===== src/rtl/apmu_ibex_dummy_instr_burst.sv =====
// apmu_ibex_dummy_instr_burst
// Inserts pseudo-random dummy ALU/MUL/DIV instructions into the IF/ID stream.
// A 32-bit Galois LFSR provides the inter-dummy count threshold, the operand
// fields, the instruction type and the optional burst length. All outputs are
// driven straight from flops.
// Optional feature: define APMU_DUMMY_INSTR_STATS_EN to count accepted dummies
// on dummy_instr_cnt_o; without it the output is tied to zero and has no flops.
module apmu_ibex_dummy_instr_burst #(
  parameter int unsigned CntW     = 5,
  parameter int unsigned MaskW    = 3,
  parameter int unsigned MaxBurst = 4,
  parameter logic [31:0] LfsrSeed = 32'hDEAD_BEEF
) (
  input  logic             clk_i,
  input  logic             rst_ni,
  input  logic             dummy_instr_en_i,
  input  logic [MaskW-1:0] dummy_instr_mask_i,
  input  logic             dummy_burst_en_i,
  input  logic             dummy_instr_seed_en_i,
  input  logic [31:0]      dummy_instr_seed_i,
  input  logic             fetch_valid_i,
  input  logic             id_in_ready_i,
  output logic             insert_dummy_instr_o,
  output logic [31:0]      dummy_instr_data_o,
  output logic             dummy_burst_active_o,
  output logic [31:0]      dummy_instr_cnt_o
);

  localparam int unsigned BurstFW  = $clog2(MaxBurst);
  localparam int unsigned RemW     = (BurstFW > 0) ? BurstFW : 1;
  localparam int unsigned OpAPos   = CntW;
  localparam int unsigned OpBPos   = CntW + 5;
  localparam int unsigned TypePos  = CntW + 10;
  localparam int unsigned BurstPos = CntW + 12;
  localparam logic [31:0] LfsrPoly = 32'h8020_0003;

  typedef enum logic [0:0] {
    ST_COUNT  = 1'b0,
    ST_INSERT = 1'b1
  } state_e;

  // One Galois LFSR step; a zero input yields the recovery seed.
  function automatic logic [31:0] lfsr_step(input logic [31:0] s);
    logic [31:0] v;
    v = s[0] ? ({1'b0, s[31:1]} ^ LfsrPoly) : {1'b0, s[31:1]};
    return (v == 32'h0) ? LfsrSeed : v;
  endfunction

  // R-type encoding of the dummy selected by the LFSR fields, rd = x0.
  function automatic logic [31:0] encode(input logic [31:0] s);
    logic [6:0] f7;
    logic [2:0] f3;
    case (s[TypePos +: 2])
      2'd0:    begin f7 = 7'b000_0000; f3 = 3'b000; end  // ADD
      2'd1:    begin f7 = 7'b000_0001; f3 = 3'b000; end  // MUL
      2'd2:    begin f7 = 7'b000_0001; f3 = 3'b100; end  // DIV
      2'd3:    begin f7 = 7'b000_0000; f3 = 3'b111; end  // AND
      default: begin f7 = 7'b000_0000; f3 = 3'b000; end
    endcase
    return {f7, s[OpBPos +: 5], s[OpAPos +: 5], f3, 5'h00, 7'h33};
  endfunction

  state_e          r_state;
  logic [CntW-1:0] r_cnt;
  logic [RemW-1:0] r_rem;
  logic [31:0]     r_seed;
  logic [31:0]     r_lfsr;
  logic            r_insert;
  logic [31:0]     r_data;
  logic            r_active;

  state_e          w_state_nxt;
  logic [CntW-1:0] w_cnt_nxt;
  logic [RemW-1:0] w_rem_nxt;
  logic [31:0]     w_seed_nxt;
  logic [31:0]     w_lfsr_nxt;
  logic            w_insert_nxt;
  logic [31:0]     w_data_nxt;
  logic            w_active_nxt;
  logic            w_accept;
  logic            w_hold;
  logic [CntW-1:0] w_mask_full;
  logic [CntW-1:0] w_thresh;
  logic [RemW-1:0] w_burst;

  // Mask covers the upper count bits; the lower CntW-MaskW bits always pass.
  assign w_mask_full = (CntW'(dummy_instr_mask_i) << (CntW - MaskW))
                     | CntW'((32'd1 << (CntW - MaskW)) - 32'd1);
  assign w_thresh    = r_lfsr[CntW-1:0] & w_mask_full;
  assign w_burst     = (BurstFW == 0) ? '0 : r_lfsr[BurstPos +: RemW];

  // Next-state, counter, burst, LFSR/seed and registered-output images.
  always_comb begin
    w_state_nxt  = r_state;
    w_cnt_nxt    = r_cnt;
    w_rem_nxt    = r_rem;
    w_seed_nxt   = r_seed;
    w_lfsr_nxt   = r_lfsr;
    w_insert_nxt = 1'b0;
    w_data_nxt   = 32'h0;
    w_active_nxt = 1'b0;
    w_accept     = 1'b0;
    w_hold       = 1'b0;

    case (r_state)
      ST_COUNT: begin
        if (dummy_instr_en_i && (r_cnt == w_thresh)) begin
          w_state_nxt = ST_INSERT;
          w_cnt_nxt   = '0;
          w_rem_nxt   = dummy_burst_en_i ? w_burst : '0;
        end else if (fetch_valid_i && id_in_ready_i && dummy_instr_en_i) begin
          w_cnt_nxt = r_cnt + CntW'(1);
        end else begin
          w_cnt_nxt = r_cnt;
        end
      end
      ST_INSERT: begin
        if (id_in_ready_i) begin
          w_accept = 1'b1;
          if (r_rem == '0) begin
            w_state_nxt = ST_COUNT;
          end else begin
            w_rem_nxt = r_rem - RemW'(1);
          end
        end else if (!dummy_instr_en_i) begin
          // Insertion withdrawn before acceptance: abandon the dummy.
          w_state_nxt = ST_COUNT;
          w_rem_nxt   = '0;
        end else begin
          w_hold = 1'b1;
        end
      end
      default: begin
        w_state_nxt = ST_COUNT;
        w_cnt_nxt   = '0;
        w_rem_nxt   = '0;
      end
    endcase

    // Reseeding overrides an advance in the same cycle; zero is never loaded.
    if (dummy_instr_seed_en_i) begin
      w_seed_nxt = r_seed ^ dummy_instr_seed_i;
      w_lfsr_nxt = (w_seed_nxt == 32'h0) ? LfsrSeed : w_seed_nxt;
    end else if (w_accept || (r_lfsr == 32'h0)) begin
      w_lfsr_nxt = lfsr_step(r_lfsr);
    end else begin
      w_lfsr_nxt = r_lfsr;
    end

    // A stalled dummy keeps its encoding even if the LFSR is reseeded.
    if (w_state_nxt == ST_INSERT) begin
      w_insert_nxt = 1'b1;
      w_data_nxt   = w_hold ? r_data : encode(w_lfsr_nxt);
      w_active_nxt = (w_rem_nxt != '0);
    end else begin
      w_insert_nxt = 1'b0;
      w_data_nxt   = 32'h0;
      w_active_nxt = 1'b0;
    end
  end

  // State, counters, LFSR and output flops with synchronous active-low reset.
  always_ff @(posedge clk_i) begin
    if (!rst_ni) begin
      r_state  <= ST_COUNT;
      r_cnt    <= '0;
      r_rem    <= '0;
      r_seed   <= 32'h0;
      r_lfsr   <= LfsrSeed;
      r_insert <= 1'b0;
      r_data   <= 32'h0;
      r_active <= 1'b0;
    end else begin
      r_state  <= w_state_nxt;
      r_cnt    <= w_cnt_nxt;
      r_rem    <= w_rem_nxt;
      r_seed   <= w_seed_nxt;
      r_lfsr   <= w_lfsr_nxt;
      r_insert <= w_insert_nxt;
      r_data   <= w_data_nxt;
      r_active <= w_active_nxt;
    end
  end

  assign insert_dummy_instr_o = r_insert;
  assign dummy_instr_data_o   = r_data;
  assign dummy_burst_active_o = r_active;

`ifdef APMU_DUMMY_INSTR_STATS_EN
  logic [31:0] r_dcnt;

  // Saturating count of accepted dummies.
  always_ff @(posedge clk_i) begin
    if (!rst_ni) begin
      r_dcnt <= 32'h0;
    end else if (w_accept && (r_dcnt != 32'hFFFF_FFFF)) begin
      r_dcnt <= r_dcnt + 32'd1;
    end else begin
      r_dcnt <= r_dcnt;
    end
  end

  assign dummy_instr_cnt_o = r_dcnt;
`else
  assign dummy_instr_cnt_o = 32'h0;
`endif

endmodule

===== config.mk =====
export PLATFORM = sky130hd
export DESIGN_NAME = apmu_ibex_dummy_instr_burst
export DESIGN_NICKNAME = d
export VERILOG_FILES = /design/src/rtl/apmu_ibex_dummy_instr_burst.sv
export SDC_FILE = /design/constraint.sdc
export NUM_CORES = 1
export LEC_CHECK = 0
export CAP_MARGIN = 20
export CELL_PAD_IN_SITES_DETAIL_PLACEMENT = 1
export CELL_PAD_IN_SITES_GLOBAL_PLACEMENT = 2
export CORE_ASPECT_RATIO = 1.4
export CORE_UTILIZATION = 32
export DETAILED_ROUTE_END_ITERATION = 7
export GPL_ROUTABILITY_DRIVEN = 1
export PLACE_DENSITY_LB_ADDON = 0.1
export SETUP_SLACK_MARGIN = 0.3
export SLEW_MARGIN = 25
export SYNTH_ARGS = -nofsm -noshare
export SYNTH_HDL_FRONTEND = slang
export SYNTH_SLANG_ARGS = --single-unit

===== constraint.sdc =====
create_clock -name clk_i -period 6.3 [get_ports clk_i]
set_clock_uncertainty 0.15 [all_clocks]
set_input_delay 1.575 -clock clk_i [delete_from_list [all_inputs] [get_ports clk_i]]
set_output_delay 1.575 -clock clk_i [all_outputs]
set_load 0.01 [all_outputs]

==> out/metrics.yaml, run 1 <==
run_status:
  run_status: "finished, final reports clean"
routing:
  vias: 3844
  wl_met3_um: 390
  drt_pass1_iterations: 5
  drc: 0
  antenna_left: 0
  routedWlPerCell_um: 16.7
  finalWirelength_um: 13100
  met2_length_um: 6350
  drtIter0Drc: 191
  viasPerCell: 4.88
  wl_met1_um: 6010
  routed.top_layer: "met4"
clock_network:
  ctsResizeCount: 0
  post_cts_buffers: 0
  cts_buffer_depth: 2
  clk_pin_slew_ns: 0.07
  cts.sinks: 87
  holdBufCountCts: 0
  numCtsBuffers: 9
  clk_latency_ns: 0.34
  root_buffer: "clkbuf_16"
  cts_tree: "done"
  htree_levels: 3
yosys:
  synth_edf_count: 0
  syn_inst: 553
  synth_top_area_cell: "dfxtp_1"
  yosys_warnings: 0
  ys_seq_elements: 87
  synth_seq_area_share_pct: 36.8
  avgSynthCellArea_um2: 8.55
  yosysUniqueCellTypes: 55
  synth-main-ff-cell: "dfxtp_1"
  async_flop_share_pct: 0
  synth_area_um2: 4730
  synth_top_area_share_pct: 36.8
  synth_area_leaders: "dfxtp_1 37%, xor2_1 12%, buf_4 7.9%, nand2_1 6.1%, nor2_1 4.8%"
floorplanning:
  die-area_um2: 15300
  io_pins: 108
  rows: 52
  core_um2: 14400
  start_util_pct: 32.7
  die_w_um: 105
  die_h_um: 146
grt:
  grt_pass1_vias: 3965
  grt_overflow: 0
  grt_max_degree: 48
  grt_pass1_wl_um: 21300
  antenna_found_initial: 0
  grt_use_total_pct: 17.6
hold_path:
  min_from: "dummy_instr_data_o[25]$_SDFFE_PN0N_"
  min_to: "dummy_instr_data_o[25]$_SDFFE_PN0N_"
  whs_path_depth: 2
  hp-class: "register to register"
finish:
  num-fill-cells: 1736
  diodes: 0
  layout-drive-gt1-share_pct: 7.51
  final_nets: 639
  synthToLayoutAreaGrowth_pct: 17.5
power_and_ir_drop:
  leakage_nw: 2.29
  p_total_mw: 1.40
  ir_worst_vdd_v: 0.000138
  power_density_nw_per_um2: 252
setup_path:
  worstPathArrival_ns: 3.96
  r2r_cells: 10
  end_kind: "register"
  cp_max_fo: 21
  cp-start-kind: "primary input"
  reg2reg_from: "r_lfsr[12]$_SDFF_PN1_"
  reg2reg_slack_ns: 3.31
  crit_type: "primary input to register"
  worstPathRequired_ns: 6.38
  r2r_end: "dummy_instr_data_o[25]$_SDFFE_PN0N_"
timing:
  fin_crit_ns: 3.89
  fin_setup_tns_ns: 0
  fmax_mhz: 257
  rsz0062_at_grt: "false"
  setup_violations: 0
  slew_headroom_pct: 37.6
  finalHoldViolCount: 0
  tightestPinTransition_ns: 0.936
  period_share_pct: 61.7
  drv_slew: 0
place:
  dp_hpwl_um: 9680
  gp_congestion: 0.786
  port_buffers: 61
flow_run:
  drv_cap: 0
[worst max-delay path, cell delays in order]
cell             delay (ns)
clkdlybuf4s50_1        0.45
xor2_1                 0.17
nor4_1                 0.58
nand4_1                0.23
nor2_1                 0.16
buf_4                  0.27
a21o_1                 0.16
ha_1                   0.22
nand2_1                0.06
a21oi_1                0.08
[synthesized netlist by cell type (2+ instances only)]
cell type	number
nand4_1	19
nand2_1	77
buf_6	7
clkbuf_1	19
a22oi_1	4
nor4_1	14
o21ai_1	11
o221a_1	7
dfxtp_1	87
a211oi_1	6
o211ai_1	4
o211a_1	4
buf_4	50
nor4_2	2
mux2i_1	10
buf_1	4
or2_2	2
o31ai_2	2
xnor2_1	5
nor3b_1	2
ha_1	3
xor2_1	67
inv_1	6
o211ai_2	5
a21oi_1	10
a222oi_1	2
nor2_1	61
o21a_1	2
and2_1	2
a211o_1	4
buf_2	2
nand3_1	6
o21ai_0	25
[cells by family after synthesis]
family	Yosys count	share of synthesized area, %
adder cells (fa/ha/maj)	3	0.794
buffers and inverters	89	12.2
XOR/XNOR	72	13.3
other	1	0.0793
AND/OR/NAND/NOR	194	19.2
flip-flops	87	36.8
multiplexers	10	2.12
AO/OA/AOI/OAI	97	15.5
[through the flow]
stage               cells  cell area (µm²)  worst slack, ns  hold WS (ns)  utilization [%]
finish                788             5550             2.41         0.327             38.5
global route          788             5550             2.29         0.351             38.5
CTS                   787             5540             2.12         0.328             38.3
detailed placement    771             5230             1.80         0.306             36.2
global placement      771             5230             1.93         0.308             36.2
floorplan             598             4900             2.88         0.315                -
[worst max path at each step]
stage / from / endpoint / slack, ns / cells past startpoint
after floorplan: dummy_instr_seed_i[8] / dummy_instr_data_o[25]$_SDFFE_PN0N_ / 2.88 / 10
after global routing: id_in_ready_i / dummy_instr_data_o[25]$_SDFFE_PN0N_ / 2.29 / 10
after detailed placement: id_in_ready_i / dummy_instr_data_o[25]$_SDFFE_PN0N_ / 1.80 / 9
after global placement: id_in_ready_i / dummy_instr_data_o[25]$_SDFFE_PN0N_ / 1.93 / 9
after CTS: id_in_ready_i / dummy_instr_data_o[25]$_SDFFE_PN0N_ / 2.12 / 9
final: dummy_instr_seed_i[28] / dummy_instr_data_o[25]$_SDFFE_PN0N_ / 2.41 / 10
[flip-flops by register name (all words and copies together), names as in the netlist]
name	cells
dummy_burst_active_o	1
dummy_instr_data_o	14
r_cnt	5
r_lfsr	32
r_rem	2
r_seed	32
r_state	1
[layer usage]
layer / vias to the layer above / GRT usage [%]
met5: - / 0
met4: 0 / 7.68
met3: 20 / 2.60
met2: 103 / 29.7
met1: 1838 / 22.1
li1: 1883 / -
[final cells by class]
type | instances | area [µm²] | area share, %
Timing Repair Buffer | 67 | 658 | 11.8
Multi-Input combinational cell | 422 | 2580 | 46.4
Inverter | 7 | 26.3 | 0.473
Clock inverter | 7 | 87.6 | 1.58
Clock buffer | 9 | 225 | 4.05
Sequential cell | 87 | 1740 | 31.4
Tap cell | 189 | 236 | 4.26
[power by group]
group          internal, mW  switching [mW]  total, mW
combinational        0.0860           0.121      0.207
sequential            0.587          0.0375      0.625
clock                 0.316           0.253      0.569
total                 0.989           0.412       1.40
[cell usage in the layout, fill, tap and decap left out, drive strengths merged, types with 10 or more instances in the layout]
cell type      instances
dfxtp                 87
xor2                  67
nor4                  16
conb                  46
mux2i                 10
nand2                 78
nand4                 19
clkdlybuf4s50         60
a21oi                 10
nor2                  62
inv                   10
o21ai                 37
(Power assumes the default switching activity.)
==> run 2: changes to the inputs <==
CORE_UTILIZATION = 30   (was 32)
clock period = 3.9 ns   (was 6.3 ns; I/O delays follow)
==> run 2 against run 1 <==
Power rose by 57%. Critical path depth fell by 1. Worst setup slack got worse by 1.6 ns. First-iteration DRC count fell by 41%. Die area rose by 6.6%. Global-route usage fell by 0.77 points. Final area rose by 0.27%. Core utilization fell by 1.8 points.
==> out/metrics.yaml, run 2 (synthesis gave the netlist of run 1 again) <==
clock_network:
  cts.sinks: 87  # unchanged
  ctsResizeCount: 0  # unchanged
  cts_buffer_depth: 2  # unchanged
  post_cts_buffers: 0  # unchanged
  clk_latency_ns: 0.34  # about the same
  numCtsBuffers: 9  # unchanged
  cts_tree: "done"
  root_buffer: "clkbuf_16"
  htree_levels: 3  # unchanged
  clk_pin_slew_ns: 0.06  # about the same
  holdBufCountCts: 0  # unchanged
setup_path:
  worstPathArrival_ns: 3.18  # -0.78 ns
  crit_path_max_incr_delay_ns: 0.58  # about the same
  path_common_cell: "a21oi_1"
  end_kind: "register"
  cp-start-kind: "primary input"
  cp_max_fo: 10  # -52%
  worstPathRequired_ns: 3.97  # -2.41 ns
  slowest_stage: "clkdlybuf4s50_1"
  crit_chain: "clkdlybuf4s50_1 > a21oi_1 > o31a_1 > a22oi_1 > o21ai_1 > a21o_1 > ha_1 > nand2_1 > a21oi_1"
  crit_type: "primary input to register"
grt:
  grt_pass1_vias: 3844  # -3.1%
  grt_pass1_wl_um: 21000  # -1.1%
  grt_use_total_pct: 16.8  # -0.77 points
  grt_max_degree: 69  # +44%
  grt_overflow: 0  # unchanged
  antenna_found_initial: 0  # unchanged
finish:
  diodes: 0  # unchanged
  ff_latch_area_um2: 1740  # unchanged
  final_cell_mix: "87 x dfxtp_1, 77 x nand2_1, 67 x xor2_1"
  mostFrequentLayoutCell: "dfxtp_1"
  layout-drive-gt1-share_pct: 7.96  # +0.45 points
  final_nets: 645  # +0.94%
  num-fill-cells: 1846  # +6.3%
  synthToLayoutAreaGrowth_pct: 17.8
  multi_input_area_um2: 2580  # unchanged
place:
  dp_hpwl_um: 9710  # +0.34%
  gp_congestion: 0.754  # -4.1%
  port_buffers: 61  # unchanged
  pre_cts_ws_ns: 0.428  # -1.37 ns
floorplanning:
  die-area_um2: 16300  # +6.6%
  core_um2: 15200  # +5.1%
  die_h_um: 151  # +3.2%
  io_pins: 108  # unchanged
  rows: 53  # +1.9%
  start_util_pct: 31.1  # -1.6 points
  die_w_um: 108  # +3.2%
power_and_ir_drop:
  power_density_nw_per_um2: 396  # +57%
  p_total_mw: 2.20  # +57%
  ir_worst_vdd_v: 0.000168  # +22%
  leakage_nw: 2.31  # +1.0%
timing:
  setup_ws_ns: 0.784  # -1.63 ns
  whs_ns: 0.328  # +0.000818 ns
  slew_headroom_pct: 42.5  # +4.9 points
  tightestPinTransition_ns: 0.862  # -0.0743 ns
  drv_slew: 0  # unchanged
  fmax_mhz: 321
  setup_violations: 0  # unchanged
  period_share_pct: 79.9
  rsz0062_at_grt: "false"
  fin_setup_tns_ns: 0  # unchanged
  fin_crit_ns: 3.12
  finalHoldViolCount: 0  # unchanged
routing:
  routedWlPerCell_um: 16.4  # -1.9%
  antenna_left: 0  # unchanged
  drtIter0Drc: 112  # -41%
  drc: 0  # unchanged
  vias: 3840  # -0.10%
  viasPerCell: 4.83  # -0.98%
  finalWirelength_um: 13000  # -1.0%
  drt_pass1_iterations: 5  # unchanged
hold_path:
  hp-class: "register to register"
run_status:
  run_status: "finished, final reports clean"
flow_run:
  drv_cap: 0  # unchanged
run 2: path summary, 6_finish.rpt:
path | startpoint | to | slack [ns] | cells after the start
worst max register to register | r_lfsr[13]$_SDFF_PN1_ | dummy_instr_data_o[25]$_SDFFE_PN0N_ | 0.97 | 9
worst min register to register | dummy_instr_data_o[13]$_SDFFE_PN0N_ | dummy_instr_data_o[13]$_SDFFE_PN0N_ | 0.33 | 2
worst min-delay path | dummy_instr_data_o[13]$_SDFFE_PN0N_ | dummy_instr_data_o[13]$_SDFFE_PN0N_ | 0.33 | 2
worst max-delay path | id_in_ready_i | dummy_instr_data_o[25]$_SDFFE_PN0N_ | 0.78 | 9
run 2: report_power, final:
part | internal (mW) | switching (mW)
clock network | 0.505 | 0.356
registers | 0.949 | 0.0610
logic | 0.140 | 0.192
total | 1.59 | 0.609
run 2: through the flow:
stage	utilization, %	area, µm²	cells
6_report	36.7	5570	795
5_1_grt	36.7	5570	795
4_1_cts	36.7	5570	795
3_5_place_dp	34.8	5280	781
3_3_place_gp	34.8	5280	781
2_1_floorplan	-	4900	598
run 2: layout make-up:
cell class,count,area share [%]
clock buffer,10,4.29
multi-input combinational,422,46.3
tap,192,4.31
inverter,7,0.472
clock inverter,4,0.854
timing repair buffer,73,12.5
sequential,87,31.3
run 2: critical path, delay by kind of cell:
| family | cells | cell delay [ns] |
|---|---|---|
| AOI/OAI and AO/OA | 6 | 1.35 |
| buffers and inverters | 1 | 0.58 |
| adders and majority gates | 1 | 0.22 |
| and+or+nand+nor | 1 | 0.06 |
run 2: layer usage:
layer / vias up / wire length, µm / track usage [%]
met5: - / 0 / 0
met4: 0 / 121 / 4.66
met3: 10 / 459 / 2.77
met2: 88 / 6340 / 28.0
met1: 1853 / 6080 / 22.2
li1: 1889 / - / -
==> run 3: changes to the inputs <==
clock period = 3.25 ns   (was 3.9 ns; I/O delays follow)
==> run 3 against run 2 <==
Combinational power rose by 27%. Wire length rose by 2.3%. Final area rose by 3.0%. Worst setup slack got worse by 0.34 ns. Register-to-register slack got worse by 0.49 ns. Sequential share of layout area fell by 0.91 points. Critical endpoint is now r_lfsr[5]$_SDFF_PN1_.
==> out/metrics.yaml, run 3 (synthesis gave the netlist of run 1 again) <==
run_status:
  run_status: "finished, final reports clean"
place:
  gp_congestion: 0.770  # +2.1%
  port_buffers: 61  # unchanged
  place_area_um2: 5430  # +2.7%
  dp_hpwl_um: 10100  # +3.9%
timing:
  drv_slew: 0  # unchanged
  fin_crit_ns: 2.81
  setup_violations: 0  # unchanged
  finalHoldViolCount: 0  # unchanged
  rsz0062_at_grt: "false"
  fin_setup_tns_ns: 0  # unchanged
  tightestPinTransition_ns: 0.594  # -0.268 ns
  fmax_mhz: 356
  period_share_pct: 86.4
  slew_headroom_pct: 60.4  # +18 points
hold_path:
  hp-class: "register to register"
  whs_path_depth: 2  # unchanged
routing:
  finalWirelength_um: 13300  # +2.3%
  viasPerCell: 4.82  # -0.12%
  antenna_left: 0  # unchanged
  drc: 0  # unchanged
  drtIter0Drc: 191  # +71%
  drt_pass1_iterations: 4  # -1
  vias: 3932  # +2.4%
  routedWlPerCell_um: 16.3  # -0.23%
grt:
  antenna_found_initial: 0  # unchanged
  grt_pass1_vias: 3993  # +3.9%
  grt_pass1_wl_um: 21200  # +0.82%
  grt_max_degree: 38  # -45%
  grt_overflow: 0  # unchanged
  grt_use_total_pct: 17.1  # +0.27 points
floorplanning:
  die_h_um: 151  # unchanged
  io_pins: 108  # unchanged
  start_util_pct: 31.1  # unchanged
  die-area_um2: 16300  # unchanged
  rows: 53  # unchanged
  core_um2: 15200  # unchanged
  die_w_um: 108  # unchanged
setup_path:
  cp-start-kind: "primary input"
  end_kind: "register"
  worstPathArrival_ns: 2.86  # -0.32 ns
  crit_chain: "clkdlybuf4s50_1 > xor2_1 > nor4_1 > buf_4 > nand4_1 > nor2_2 > buf_4 > buf_4 > a21oi_1 > o211ai_1"
  cp.depth: 10  # +1
  crit_type: "primary input to register"
  crit_buf_inv: 4  # +3
  cp_max_fo: 8  # -2
  worstPathRequired_ns: 3.30  # -0.67 ns
  path_common_cell: "buf_4"
  crit_path_max_incr_delay_ns: 0.49  # -0.09 ns
  cp_top_family: "buffers and inverters"
  slowest_stage: "clkdlybuf4s50_1"
  r2r_cells: 9  # unchanged
power_and_ir_drop:
  leakage_nw: 2.41  # +4.3%
  power_density_nw_per_um2: 472  # +19%
  ir_worst_vdd_v: 0.000201  # +20%
finish:
  diodes: 0  # unchanged
  final_cell_mix: "87 x dfxtp_1, 77 x nand2_1, 67 x xor2_1"
  final_nets: 664  # +2.9%
  synthToLayoutAreaGrowth_pct: 21.3
  num-fill-cells: 1839  # -0.38%
  multi_input_area_um2: 2590  # +0.44%
  layout-drive-gt1-share_pct: 10.9  # +3.0 points
  mostFrequentLayoutCell: "dfxtp_1"
  final_design_area_no_fill_um2: 5740  # +3.0%
  ff_latch_area_um2: 1740  # unchanged
clock_network:
  clk_latency_ns: 0.35  # about the same
  numCtsBuffers: 9  # unchanged
  root_buffer: "clkbuf_16"
  cts_tree: "done"
  htree_levels: 3  # unchanged
  clk_pin_slew_ns: 0.06  # about the same
  cts.sinks: 87  # unchanged
  cts_buffer_depth: 2  # unchanged
  holdBufCountCts: 0  # unchanged
flow_run:
  drv_cap: 0  # unchanged
## run 3: area by class of cell
cell class / count / area share (%)
Multi-Input combinational cell: 422 / 45.2
Clock buffer: 12 / 4.47
Tap cell: 192 / 4.19
Clock inverter: 3 / 0.742
Inverter: 7 / 0.458
Timing Repair Buffer: 92 / 14.6
Sequential cell: 87 / 30.4
## run 3: tightest hold or removal path, cell delays in order (launching register included)
cell	delay (ns)
dfxtp_1	0.32
nand2_1	0.06
a21oi_1	0.05
## run 3: timing repair
item,in CTS,in global routing
gates resized for setup,0,2
endpoints found under the setup margin,0,4
buffers inserted,0,0
hold endpoints to repair,0,0
## run 3: final timing paths
| check | startpoint | end | slack, ns |
|---|---|---|---|
| setup / recovery | dummy_instr_seed_i[14] | r_lfsr[5]$_SDFF_PN1_ | 0.44 |
| hold / removal | dummy_instr_data_o[13]$_SDFFE_PN0N_ | dummy_instr_data_o[13]$_SDFFE_PN0N_ | 0.32 |
| setup reg to reg | r_lfsr[9]$_SDFF_PN1_ | dummy_instr_data_o[25]$_SDFFE_PN0N_ | 0.48 |
| hold reg to reg | dummy_instr_data_o[13]$_SDFFE_PN0N_ | dummy_instr_data_o[13]$_SDFFE_PN0N_ | 0.32 |
## run 3: per-layer routing
metal | vias to the layer above | share of wire, % | routed length (µm) | track usage [%]
met4 | 0 | 1.8 | 244 | 6.23
met2 | 100 | 49 | 6550 | 29.3
li1 | 1927 | - | - | -
met1 | 1890 | 45 | 6010 | 21.4
met3 | 15 | 3.7 | 492 | 2.51
met5 | - | 0 | 0 | 0
## run 3: stage by stage
stage | total power [mW] | hold slack (ns) | setup WS, ns | instances | util (%)
floorplan | 1.52 | 0.315 | 0.592 | 598 | -
global placement | 1.65 | 0.309 | 0.0963 | 800 | 35.7
detailed placement | 1.66 | 0.316 | 0.0653 | 800 | 35.7
CTS | 2.74 | 0.326 | 0.340 | 815 | 37.7
global route | 2.83 | 0.355 | 0.304 | 815 | 37.8
finish | 2.71 | 0.318 | 0.441 | 815 | 37.8
## run 3: where the power goes
part | internal (mW) | switching, mW
logic | 0.185 | 0.237
clock network | 0.633 | 0.441
registers | 1.14 | 0.0727
